**config.mk**
```make
export PLATFORM = sky130hd
export DESIGN_NAME = muldiv_sequencer
export DESIGN_NICKNAME = d
export VERILOG_FILES = /design/src/rtl/muldiv_sequencer.sv
export SDC_FILE = /design/constraint.sdc
export NUM_CORES = 1
export LEC_CHECK = 0
export CORE_ASPECT_RATIO = 0.7
export CORE_UTILIZATION = 30
export CTS_BUF_LIST = sky130_fd_sc_hd__clkbuf_16
export DETAILED_ROUTE_END_ITERATION = 6
export GPL_TIMING_DRIVEN = 1
export PLACE_DENSITY = 0.54
export SKIP_CTS_REPAIR_TIMING = 1
export SLEW_MARGIN = 20
export SYNTH_ARGS = -nofsm -noshare
export SYNTH_HDL_FRONTEND = slang
export SYNTH_SLANG_ARGS = --single-unit
```
**constraint.sdc**
```tcl
create_clock -name clk -period 17.2 [get_ports clk]
set_clock_uncertainty 0.1 [all_clocks]
set_input_delay 5.16 -clock clk [delete_from_list [all_inputs] [get_ports clk]]
set_output_delay 5.16 -clock clk [all_outputs]
set_load 0.005 [all_outputs]
```
**src/rtl/muldiv_sequencer.sv**
```systemverilog
// Iterative multiply/divide engine and HI/LO register owner.
// MULT/MULTU use a shift-add multiplier, DIV/DIVU a restoring divider;
// both run on operand magnitudes for WIDTH cycles, then a single FIX
// cycle applies the result signs and writes HI/LO.
module muldiv_sequencer #(
  parameter int unsigned WIDTH = 32
) (
  input  logic             clk,
  input  logic             reset,
  input  logic             Start_EX,
  input  logic [1:0]       MdOp_EX,
  input  logic [WIDTH-1:0] OperandA_EX,
  input  logic [WIDTH-1:0] OperandB_EX,
  input  logic             WriteHi_EX,
  input  logic             WriteLo_EX,
  input  logic [WIDTH-1:0] WriteData_EX,
  input  logic             HiLoUse_ID,
  output logic [WIDTH-1:0] Hi,
  output logic [WIDTH-1:0] Lo,
  output logic             Busy,
  output logic             Done,
  output logic             DivByZero,
  output logic             Stall_MD
);

  localparam int unsigned CW = (WIDTH > 1) ? $clog2(WIDTH) : 1;

  typedef enum logic [2:0] {
    S_IDLE,
    S_MUL,
    S_DIV,
    S_FIX,
    S_DONE
  } state_t;

  state_t             state_q, state_d;
  logic [CW-1:0]      count_q, count_d;
  logic [WIDTH-1:0]   mcand_q, mcand_d;     // multiplicand or divisor magnitude
  logic [2*WIDTH-1:0] acc_q, acc_d;         // product, or dividend/quotient in low half
  logic [WIDTH-1:0]   rem_q, rem_d;         // partial remainder
  logic               neg_lo_q, neg_lo_d;   // negate product / quotient
  logic               neg_hi_q, neg_hi_d;   // negate remainder
  logic               is_div_q, is_div_d;
  logic               dz_q, dz_d;           // divisor was zero
  logic [WIDTH-1:0]   opa_q, opa_d;         // raw dividend for the divide-by-zero result
  logic [WIDTH-1:0]   hi_q, hi_d;
  logic [WIDTH-1:0]   lo_q, lo_d;
  logic               dbz_q, dbz_d;

  logic               op_signed;
  logic               sign_a;
  logic               sign_b;
  logic [WIDTH-1:0]   mag_a;
  logic [WIDTH-1:0]   mag_b;
  logic [WIDTH:0]     mul_sum;
  logic [WIDTH:0]     div_shift;
  logic [WIDTH:0]     div_diff;
  logic [2*WIDTH-1:0] prod_fix;
  logic [WIDTH-1:0]   quo_fix;
  logic [WIDTH-1:0]   rem_fix;
  logic               accepting;

  // State and datapath registers; reset discards any operation in flight
  always_ff @(posedge clk or posedge reset) begin
    if (reset) begin
      state_q  <= S_IDLE;
      count_q  <= '0;
      mcand_q  <= '0;
      acc_q    <= '0;
      rem_q    <= '0;
      neg_lo_q <= 1'b0;
      neg_hi_q <= 1'b0;
      is_div_q <= 1'b0;
      dz_q     <= 1'b0;
      opa_q    <= '0;
      hi_q     <= '0;
      lo_q     <= '0;
      dbz_q    <= 1'b0;
    end else begin
      state_q  <= state_d;
      count_q  <= count_d;
      mcand_q  <= mcand_d;
      acc_q    <= acc_d;
      rem_q    <= rem_d;
      neg_lo_q <= neg_lo_d;
      neg_hi_q <= neg_hi_d;
      is_div_q <= is_div_d;
      dz_q     <= dz_d;
      opa_q    <= opa_d;
      hi_q     <= hi_d;
      lo_q     <= lo_d;
      dbz_q    <= dbz_d;
    end
  end

  // Arithmetic helpers: operand magnitudes, one iteration step, sign fix
  always_comb begin
    op_signed = ~MdOp_EX[0];
    sign_a    = op_signed & OperandA_EX[WIDTH-1];
    sign_b    = op_signed & OperandB_EX[WIDTH-1];
    mag_a     = sign_a ? -OperandA_EX : OperandA_EX;
    mag_b     = sign_b ? -OperandB_EX : OperandB_EX;

    // Shift-add: add multiplicand into the upper half when the current
    // multiplier bit (acc[0]) is set, carry kept in the extra sum bit.
    mul_sum   = {1'b0, acc_q[2*WIDTH-1:WIDTH]} + (acc_q[0] ? {1'b0, mcand_q} : '0);

    // Restoring divide: shifted remainder carries one guard bit so the
    // trial subtraction never loses the top bit.
    div_shift = {rem_q, acc_q[WIDTH-1]};
    div_diff  = div_shift - {1'b0, mcand_q};

    prod_fix  = neg_lo_q ? -acc_q : acc_q;
    quo_fix   = neg_lo_q ? -acc_q[WIDTH-1:0] : acc_q[WIDTH-1:0];
    rem_fix   = neg_hi_q ? -rem_q : rem_q;
  end

  // Next-state and datapath control
  always_comb begin
    state_d  = state_q;
    count_d  = count_q;
    mcand_d  = mcand_q;
    acc_d    = acc_q;
    rem_d    = rem_q;
    neg_lo_d = neg_lo_q;
    neg_hi_d = neg_hi_q;
    is_div_d = is_div_q;
    dz_d     = dz_q;
    opa_d    = opa_q;
    hi_d     = hi_q;
    lo_d     = lo_q;
    dbz_d    = dbz_q;
    accepting = 1'b0;

    unique case (state_q)
      S_IDLE, S_DONE: begin
        accepting = 1'b1;
        state_d   = S_IDLE;
        if (Start_EX) begin
          // Start has priority over a same-cycle MTHI/MTLO
          count_d  = '0;
          neg_lo_d = sign_a ^ sign_b;
          neg_hi_d = sign_a;
          is_div_d = MdOp_EX[1];
          dz_d     = (OperandB_EX == '0);
          opa_d    = OperandA_EX;
          rem_d    = '0;
          dbz_d    = 1'b0;
          if (MdOp_EX[1]) begin
            mcand_d = mag_b;
            acc_d   = {{WIDTH{1'b0}}, mag_a};
            state_d = S_DIV;
          end else begin
            mcand_d = mag_a;
            acc_d   = {{WIDTH{1'b0}}, mag_b};
            state_d = S_MUL;
          end
        end else begin
          if (WriteHi_EX) hi_d = WriteData_EX;
          if (WriteLo_EX) lo_d = WriteData_EX;
        end
      end

      S_MUL: begin
        acc_d   = {mul_sum, acc_q[WIDTH-1:1]};
        count_d = count_q + 1'b1;
        if (count_q == CW'(WIDTH - 1)) state_d = S_FIX;
      end

      S_DIV: begin
        if (!div_diff[WIDTH]) begin
          rem_d = div_diff[WIDTH-1:0];
          acc_d = {acc_q[2*WIDTH-1:WIDTH], acc_q[WIDTH-2:0], 1'b1};
        end else begin
          rem_d = div_shift[WIDTH-1:0];
          acc_d = {acc_q[2*WIDTH-1:WIDTH], acc_q[WIDTH-2:0], 1'b0};
        end
        count_d = count_q + 1'b1;
        if (count_q == CW'(WIDTH - 1)) state_d = S_FIX;
      end

      S_FIX: begin
        state_d = S_DONE;
        if (is_div_q) begin
          if (dz_q) begin
            lo_d  = '1;
            hi_d  = opa_q;
            dbz_d = 1'b1;
          end else begin
            lo_d = quo_fix;
            hi_d = rem_fix;
          end
        end else begin
          hi_d = prod_fix[2*WIDTH-1:WIDTH];
          lo_d = prod_fix[WIDTH-1:0];
        end
      end

      default: state_d = S_IDLE;
    endcase
  end

  // Output decode
  always_comb begin
    Busy      = ~accepting;
    Done      = (state_q == S_DONE);
    Hi        = hi_q;
    Lo        = lo_q;
    DivByZero = dbz_q;
    Stall_MD  = Busy & HiLoUse_ID;
  end

endmodule

```
==> metrics.yaml, run 1 <==
outcome:
  status: "finished clean"
floorplan:
  die_h_um: 207
  start_util_pct: 30.6
  dieArea_um2: 61000
  core_area_um2: 58800
  die-width_um: 295
  io_pins: 172
  rows: 74
setup_path:
  worstSetupStartpoint: "HiLoUse_ID"
  cp_slowest_cell: "clkdlybuf4s50_1"
  crit_required_ps: 11940
  max_stage_delay_ps: 520
  worstSetupPathType: "input pin to output port"
  crit_fanout: 1
  end_kind: "output port"
  critical_path.cell_chain: "clkdlybuf4s50_1, nor2b_1, clkdlybuf4s50_1"
  cp_common_cell: "clkdlybuf4s50_1"
  r2r_cells: 11
  start_kind: "input pin"
  r2r-end: "acc_q[58]$_DFFE_PP0P_"
  cp-endpoint: "Stall_MD"
  worstReg2RegStart: "acc_q[0]$_DFFE_PP0P_"
  reg2reg_slack_ps: 12470
  crit_arrival_ps: 6250
drt:
  drt_iter0_drc: 2239
  drc_errors: 0
  avgViaCountPerCell: 5.84
  wl_per_cell_um: 24.5
  dr.pass1.iters: 6
  finalWirelength_mm: 77.0
  ant_nets: 0
  via_count: 18382
sta:
  finalCritPeriodShare_pct: 66.9
  rsz0062_at_grt: "no"
  maxSlewViolCount: 0
  setup_tns_ps: 0
  fin_crit_ps: 11510
  hold_viol_final: 0
  finalSetupViolations: 0
  worst_pin_slew_ps: 1150
  maxSlewHeadroom_pct: 23.3
  max_freq_ghz: 0.0869
min_path:
  hold_path.class: "register to register"
layout:
  area_growth_pct: 18.7
  utilization_pct: 36.4
  layout-drive-gt1-share_pct: 5.02
  fin_nets: 2505
  diodes: 0
power_and_ir_drop:
  p_per_area_nw_per_um2: 207
  power.leakage_nw: 8.85
  vdd_drop_max_mv: 0.0960
synthesis:
  syn_area_um2: 18000
  seq_area_frac_synth_pct: 32.9
  netlist-cell-type-count: 78
  synthArstFlopShare_pct: 100
  synth_enable_flop_cells: 0
  synthCells: 2245
  syn_area_per_cell_um2: 8.02
  ys_ff_latch: 237
  syn_nets: 2421
  ys.flop_type: "dfrtp_1"
  yosys_warnings: 0
clock_network:
  cts_tree: "done"
  clock_latency_ps: 570
  h-tree-depth: 1
  clockRootBuffer: "clkbuf_16"
  path_clk_slew_ps: 60
  clock_path_buffers: 3
  cts_made_buffers: 29
  cts_sinks: 237
place:
  gp_congestion: 0.968
  dp_hpwl_mm: 59.8
  port_buffers: 171
job:
  cap_violations: 0
global_routing:
  first_global_vias: 16873
  grt_first_pass_wirelength_mm: 113
  grt_usage_pct: 24.5
  antenna_found_initial: 1
  grt_overflow: 0
  grt_max_degree: 117
==> power by group <==
part	total [W]	internal (W)	leakage (nW)	switching [W]
Clock	0.000653	0.000381	0.482	0.000272
Sequential	0.00116	0.000809	2.97	0.000356
Combinational	0.00261	0.000995	5.40	0.00162
Total	0.00443	0.00218	8.85	0.00225
==> worst min-delay path by stage <==
| stage | depth (start not counted) | start | to | slack (ps) |
|---|---|---|---|---|
| 2_1_floorplan | 2 | opa_q[22]$_DFFE_PP0P_ | opa_q[22]$_DFFE_PP0P_ | 340 |
| 3_3_place_gp | 1 | Lo[23]$_DFFE_PP0P_ | Lo[23]$_DFFE_PP0P_ | 360 |
| 3_5_place_dp | 2 | opa_q[8]$_DFFE_PP0P_ | opa_q[8]$_DFFE_PP0P_ | 370 |
| 4_1_cts | 2 | opa_q[8]$_DFFE_PP0P_ | opa_q[8]$_DFFE_PP0P_ | 380 |
| 5_1_grt | 2 | opa_q[31]$_DFFE_PP0P_ | opa_q[31]$_DFFE_PP0P_ | 400 |
| 6_report | 2 | opa_q[31]$_DFFE_PP0P_ | opa_q[31]$_DFFE_PP0P_ | 380 |
==> cell families (layout without fill, tap and decap cells) <==
logic type	Yosys count	in the layout	share of synthesized area, %
buf+inv	209	314	4.45
mux	48	48	2.71
flops	237	237	32.9
fa+ha+maj	72	72	5.08
simple gates	787	787	20.3
xor+xnor	184	184	8.95
compound gates	708	708	25.6
==> metrics by stage <==
stage	hold slack [ps]	cells	instance area, um^2	total power (W)	setup slack, ps
global route	404	3148	21400	0.00470	5640
detailed placement	367	3096	20400	0.00370	5680
floorplan	337	2245	18000	0.00268	5440
global placement	361	3096	20400	0.00367	5660
CTS	384	3148	21400	0.00437	5680
finish	381	3148	21400	0.00443	5690
==> sequential cells by signal, summed over array words and instances (netlist names), 3 cells and up <==
signal and flops:
rem_q 32, state_q 3, acc_q 64, count_q 5
Lo 32, opa_q 32, Hi 32, mcand_q 32
==> cells in the final DEF (no fill, tap or decap), types with 22 or more instances in the layout <==
cell | netlist | layout
xor2_1 | 94 | 94
nor2_1 | 177 | 175
clkbuf_16 | 0 | 29
nand2_1 | 337 | 336
inv_1 | 62 | 63
mux2i_1 | 42 | 42
a21o_1 | 29 | 29
nand3_1 | 40 | 40
or3_1 | 32 | 32
ha_1 | 70 | 70
clkdlybuf4s50_1 | 0 | 170
o211ai_1 | 30 | 30
a221oi_1 | 25 | 25
nor3_1 | 31 | 31
buf_4 | 0 | 28
o31ai_1 | 50 | 50
nand2b_1 | 29 | 29
xnor2_1 | 90 | 89
a21oi_1 | 140 | 139
o22ai_1 | 35 | 35
and3_1 | 22 | 22
o221ai_1 | 24 | 24
o21ai_0 | 213 | 213
dfrtp_1 | 237 | 235
==> worst max-delay path: cells and delay by family <==
kind	cells	cell delay, ps
simple gates	1	120
buf+inv	2	960
==> cell type report <==
type                            count  area [um^2]
Timing Repair Buffer              199         1920
Inverter                           63          244
Clock inverter                     23          244
Sequential cell                   237         5930
Clock buffer                       29          726
Multi-Input combinational cell   1799        11300
Tap cell                          798          998
Fill cell                        6081        37400
==> metal layers <==
layer	share of wire [%]	GRT usage (%)	up-vias
met3	12	5.74	63
met2	37	31.6	1042
li1	-	-	8339
met5	0.014	0	-
met4	1.4	3.39	2
met1	49	40.3	8936
==> Yosys cell counts, drive strengths merged, types with 29 or more instances <==
library cell | number | area share, %
nand3 | 41 | 1.2
or3 | 35 | 1.3
mux2i | 42 | 2.3
xor2 | 94 | 4.6
o21ai | 216 | 6.0
o211ai | 30 | 1.3
o31ai | 51 | 2.2
nand2b | 29 | 1.0
clkbuf | 130 | 2.7
inv | 62 | 1.3
dfrtp | 237 | 33
a21oi | 140 | 3.9
nand2 | 337 | 7.0
ha | 70 | 4.9
xnor2 | 90 | 4.4
nor3 | 31 | 0.86
a21o | 29 | 1.2
nor2 | 177 | 3.7
o22ai | 35 | 1.2
Power figures use the tool's default switching activity.
==> inputs of run 2 (changes only) <==
Settings changed: PLACE_DENSITY 0.54 to 0.56.
Clock period 17.2 ns to 9.6 ns, I/O delays scaled along.
==> metrics.yaml, run 2 (synthesis results as in run 1) <==
power_and_ir_drop:
  p_total_w: 0.00791  # +78%
  vdd_drop_max_mv: 0.181  # +89%
  share_comb_of_total_power_pct: 58.9  # about the same
  power.leakage_nw: 8.81  # -0.43%
  p_per_area_nw_per_um2: 370  # +79%
  p_switching_w: 0.00403  # +79%
  swShare_pct: 51.0  # +0.25 points
  p_seq_share_pct: 26.7  # +0.4 points
  internal-power_w: 0.00388  # +78%
  clkPwrFrac_pct: 14.3  # -0.4 points
setup_path:
  crit_required_ps: 6620  # -5320 ps
  end_kind: "output port"
  crit_fanout: 1  # unchanged
  worstSetupPathType: "input pin to output port"
  start_kind: "input pin"
  crit_arrival_ps: 3950  # -2300 ps
  reg2reg_slack_ps: 4980  # -7490 ps
layout:
  largest_reg_flops: 64  # unchanged
  final_common_cell: "nand2_1"
  final-instance-count-excl-fill: 3150  # +0.064%
  nFillCells: 6095  # +0.23%
  layout-drive-gt1-share_pct: 5.20  # +0.17 points
  area_growth_pct: 18.7  # about the same
  layout_common_cells: "nand2_1 (336), dfrtp_1 (235), o21ai_0 (213)"
  fin_nets: 2504  # -0.040%
  top_register: "acc_q"
  finalInstanceArea_um2: 21400  # about the same
clock_network:
  cts_tree: "done"
  path_clk_slew_ps: 60  # about the same
  clockRootBuffer: "clkbuf_16"
  cts_sinks: 237  # unchanged
  clock_path_buffers: 3  # unchanged
  h-tree-depth: 1  # unchanged
  clock_latency_ps: 570  # about the same
  cts_made_buffers: 27  # -6.9%
place:
  gp_congestion: 1.01  # +4.6%
  place_area_um2: 20400  # about the same
  port_buffers: 171  # unchanged
  dp_hpwl_mm: 59.7  # -0.16%
  placed_cells: 3097  # +0.032%
sta:
  finalSetupViolations: 0  # unchanged
  maxSlewHeadroom_pct: 23.3  # about the same
  fin_crit_ps: 6930
  max_freq_ghz: 0.144
  worst_pin_slew_ps: 1150  # -0.331 ps
  setup_tns_ps: 0  # unchanged
  rsz0062_at_grt: "no"
  finalCritPeriodShare_pct: 72.1
  hold_viol_final: 0  # unchanged
  maxSlewViolCount: 0  # unchanged
outcome:
  status: "finished clean"
global_routing:
  grt_max_degree: 107  # -8.5%
  antenna_found_initial: 3  # +2
  grt_first_pass_wirelength_mm: 111  # -1.5%
  grt_overflow: 0  # unchanged
  grt_usage_pct: 24.3  # -0.21 points
  first_global_vias: 16593  # -1.7%
drt:
  drt_iter0_drc: 2150  # -4.0%
  ant_nets: 0  # unchanged
  dr.pass1.iters: 6  # unchanged
  wl_met3_mm: 10.3  # +13%
  wl_met1_mm: 36.9  # -3.0%
  via_count: 18345  # -0.20%
  drc_errors: 0  # unchanged
  wl_per_cell_um: 24.3  # -0.55%
  wl_met2_mm: 28.3  # -1.3%
  finalWirelength_mm: 76.7  # -0.48%
  highest_layer: "met4"
  avgViaCountPerCell: 5.82  # -0.26%
floorplan:
  io_pins: 172  # unchanged
  core_area_um2: 58800  # unchanged
  die_h_um: 207  # unchanged
  start_util_pct: 30.6  # unchanged
  die-width_um: 295  # unchanged
  dieArea_um2: 61000  # unchanged
  rows: 74  # unchanged
min_path:
  hold_path.class: "register to register"
job:
  cap_violations: 0  # unchanged
-- run 2: changes by cell type in the layout (fill, tap and decap cells not counted), moves of 2 or more --
cell | before | now
diode_2 | 0 | 4
clkbuf_16 | 29 | 27
clkinv_2 | 6 | 4
clkinvlp_4 | 3 | 9
clkinv_1 | 7 | 3
-- run 2: layout make-up --
class | instances | area [um^2] | share of cell area (%)
multi-input combinational | 1799 | 11300 | 53.0
sequential | 237 | 5930 | 27.8
timing repair buffer | 200 | 1920 | 9.00
tap | 798 | 998 | 4.67
clock buffer | 27 | 676 | 3.16
clock inverter | 22 | 258 | 1.21
inverter | 63 | 244 | 1.14
antenna | 4 | 10.0 | 0.0468
-- run 2: worst paths after layout --
path / start / to / cells after the start
worst max-delay path: HiLoUse_ID / Stall_MD / 3
worst min-delay path: Lo[22]$_DFFE_PP0P_ / Lo[22]$_DFFE_PP0P_ / 2
worst max register to register: acc_q[0]$_DFFE_PP0P_ / acc_q[58]$_DFFE_PP0P_ / 11
worst min register to register: Lo[22]$_DFFE_PP0P_ / Lo[22]$_DFFE_PP0P_ / 2
max in group asynchronous: reset / dz_q$_DFFE_PP0P_ / 3
min in group asynchronous: reset / Lo[16]$_DFFE_PP0P_ / 2
-- run 2: metal layers --
| layer | global-route usage, % | vias up |
|---|---|---|
| li1 | - | 8350 |
| met1 | 39.0 | 8839 |
| met2 | 31.0 | 1078 |
| met3 | 7.47 | 78 |
| met4 | 3.56 | 0 |
| met5 | 0 | - |
-- run 2: power by group through the flow --
stage	clock (W)	combinational [W]	sequential [W]
finish	0.00113	0.00466	0.00211
global route	0.00119	0.00504	0.00214
CTS	0.00115	0.00456	0.00207
detailed placement	0	0.00454	0.00209
global placement	0	0.00449	0.00207
floorplan	0	0.00305	0.00176
-- run 2: metrics by stage --
| stage | util, % | hold slack (ps) | setup WS (ps) |
|---|---|---|---|
| after floorplan | - | 337 | 117 |
| after global placement | 34.7 | 363 | 2640 |
| after detailed placement | 34.7 | 369 | 2680 |
| after CTS | 36.3 | 385 | 2670 |
| after global routing | 36.3 | 405 | 2640 |
| final | 36.4 | 382 | 2670 |
-- run 2: critical path, cell delays in order --
cell             delay (ps)
clkdlybuf4s50_1         450
nor2b_1                 120
clkdlybuf4s50_1         500
==> inputs of run 3 (changes only) <==
Settings changed: PLACE_DENSITY 0.56 to 0.54.
Clock period 9.6 ns to 6.6 ns, I/O delays scaled along.
==> metrics.yaml, run 3 (synthesis results as in run 1) <==
outcome:
  status: "finished clean"
setup_path:
  max_stage_delay_ps: 520  # +20 ps
  reg2reg_slack_ps: 2110  # -2870 ps
  worstReg2RegStart: "acc_q[31]$_DFFE_PP0P_"
  worstSetupPathType: "input pin to output port"
  crit_required_ps: 4520  # -2100 ps
  worst-path-buf-inv: 2  # unchanged
  r2r_cells: 12  # +1
  cp_slowest_cell: "clkdlybuf4s50_1"
  crit_arrival_ps: 3100  # -850 ps
  end_kind: "output port"
  start_kind: "input pin"
  cp_top_family: "buffers and inverters"
  r2r-end: "rem_q[7]$_DFFE_PP0P_"
  crit_fanout: 1  # unchanged
  critical_path.cell_chain: "clkdlybuf4s50_1, nor2b_1, clkdlybuf4s50_1"
  cp_common_cell: "clkdlybuf4s50_1"
drt:
  avgViaCountPerCell: 5.79  # -0.55%
  drt_iter0_drc: 2194  # +2.0%
  wl_per_cell_um: 24.7  # +1.6%
  drc_errors: 0  # unchanged
  via_count: 18313  # -0.17%
  finalWirelength_mm: 78.2  # +2.0%
  ant_nets: 0  # unchanged
  dr.pass1.iters: 6  # unchanged
layout:
  layout_common_cells: "nand2_1 (336), dfrtp_1 (235), o21ai_0 (213)"
  layout-drive-gt1-share_pct: 5.50  # +0.31 points
  area_growth_pct: 19.4
  final-instance-count-excl-fill: 3162  # +0.38%
  fin_nets: 2517  # +0.52%
  top_register: "acc_q"
  largest_reg_flops: 64  # unchanged
  final_common_cell: "nand2_1"
global_routing:
  busiest_layer: "met1"
  use_met1_pct: 40.8  # +1.8 points
  first_global_vias: 16677  # +0.51%
  grt_usage_pct: 25.0  # +0.73 points
  grt_first_pass_wirelength_mm: 114  # +3.1%
  antenna_found_initial: 0  # -3
  grt_use_met2_pct: 32.8  # +1.8 points
  grt_overflow: 0  # unchanged
  grt_max_degree: 124  # +16%
  use_met3_pct: 6.12  # -1.4 points
clock_network:
  path_clk_slew_ps: 60  # about the same
  cts_made_buffers: 28  # +3.7%
  clock_latency_ps: 580  # about the same
  clock_path_buffers: 3  # unchanged
  cts_tree: "done"
  h-tree-depth: 1  # unchanged
  cts_sinks: 237  # unchanged
  clockRootBuffer: "clkbuf_16"
place:
  port_buffers: 171  # unchanged
  dp_hpwl_mm: 61.0  # +2.1%
  gp_congestion: 1.00  # -1.1%
  placed_cells: 3109  # +0.39%
floorplan:
  core_area_um2: 58800  # unchanged
  rows: 74  # unchanged
  io_pins: 172  # unchanged
  dieArea_um2: 61000  # unchanged
  die_h_um: 207  # unchanged
  start_util_pct: 30.6  # unchanged
  die-width_um: 295  # unchanged
min_path:
  hold_path.class: "register to register"
  whs_path_depth: 1  # -1
  min_to: "Lo[18]$_DFFE_PP0P_"
  worstHoldStart: "Lo[18]$_DFFE_PP0P_"
job:
  cap_violations: 0  # unchanged
sta:
  worst_pin_slew_ps: 1090  # -59.8 ps
  rsz0062_at_grt: "no"
  maxSlewHeadroom_pct: 27.3  # +4.0 points
  hold_viol_final: 0  # unchanged
  setup_tns_ps: 0  # unchanged
  max_freq_ghz: 0.193
  fin_crit_ps: 5180
  finalSetupViolations: 0  # unchanged
  finalCritPeriodShare_pct: 78.5
  maxSlewViolCount: 0  # unchanged
power_and_ir_drop:
  vdd_drop_max_mv: 0.236  # +30%
  power.leakage_nw: 8.93  # +1.4%
  p_per_area_nw_per_um2: 539  # +46%
[run 3: worst register-to-register path: stages, from the launching register on]
cell and delay (ps):
dfrtp_1 670, inv_1 210, ha_1 270, fa_1 390, nand2b_1 210, a21oi_1 330, o211ai_1 230, a21oi_1 390
a31oi_1 240, xnor2_2 570, buf_4 410, mux2i_1 250, o21ai_0 90
[run 3: how the worst max path moves through the flow]
stage | start | end | slack (ps) | cells after the start
after CTS | HiLoUse_ID | Stall_MD | 1390 | 3
after global routing | HiLoUse_ID | Stall_MD | 1370 | 3
after detailed placement | OperandA_EX[6] | acc_q[26]$_DFFE_PP0P_ | 1380 | 9
after global placement | HiLoUse_ID | Stall_MD | 1390 | 3
after floorplan | reset | DivByZero$_DFFE_PP0P_ | 1410 | 1
final | HiLoUse_ID | Stall_MD | 1420 | 3
[run 3: through the flow]
step                cell area, um^2  hold WS [ps]  util (%)  power (W)  setup WS (ps)
CTS                           21500           380      36.6     0.0114           1390
global route                  21500           390      36.6     0.0123           1370
floorplan                     18000           337         -    0.00700           1410
global placement              20500           361      34.9    0.00965           1390
detailed placement            20500           364      34.9    0.00972           1380
finish                        21500           376      36.6     0.0116           1420
[run 3: layout make-up]
cell class                 count  area, um^2
tap                          798         998
timing repair buffer         212        2040
sequential                   237        5930
antenna                        1        2.50
fill                        6046       37300
multi-input combinational   1799       11300
inverter                      63         240
clock buffer                  29         726
clock inverter                23         246
[run 3: where the power goes]
group	switching [W]	internal [W]	total, W
Combinational	0.00422	0.00264	0.00686
Sequential	0.000938	0.00211	0.00304
Clock	0.000705	0.000992	0.00170
Total	0.00587	0.00573	0.0116
[run 3: per-layer routing]
metal | up-vias | routed length, um
met1 | 8910 | 39000
met3 | 58 | 8830
met2 | 974 | 29500
met5 | - | 0
met4 | 0 | 859
li1 | 8371 | -
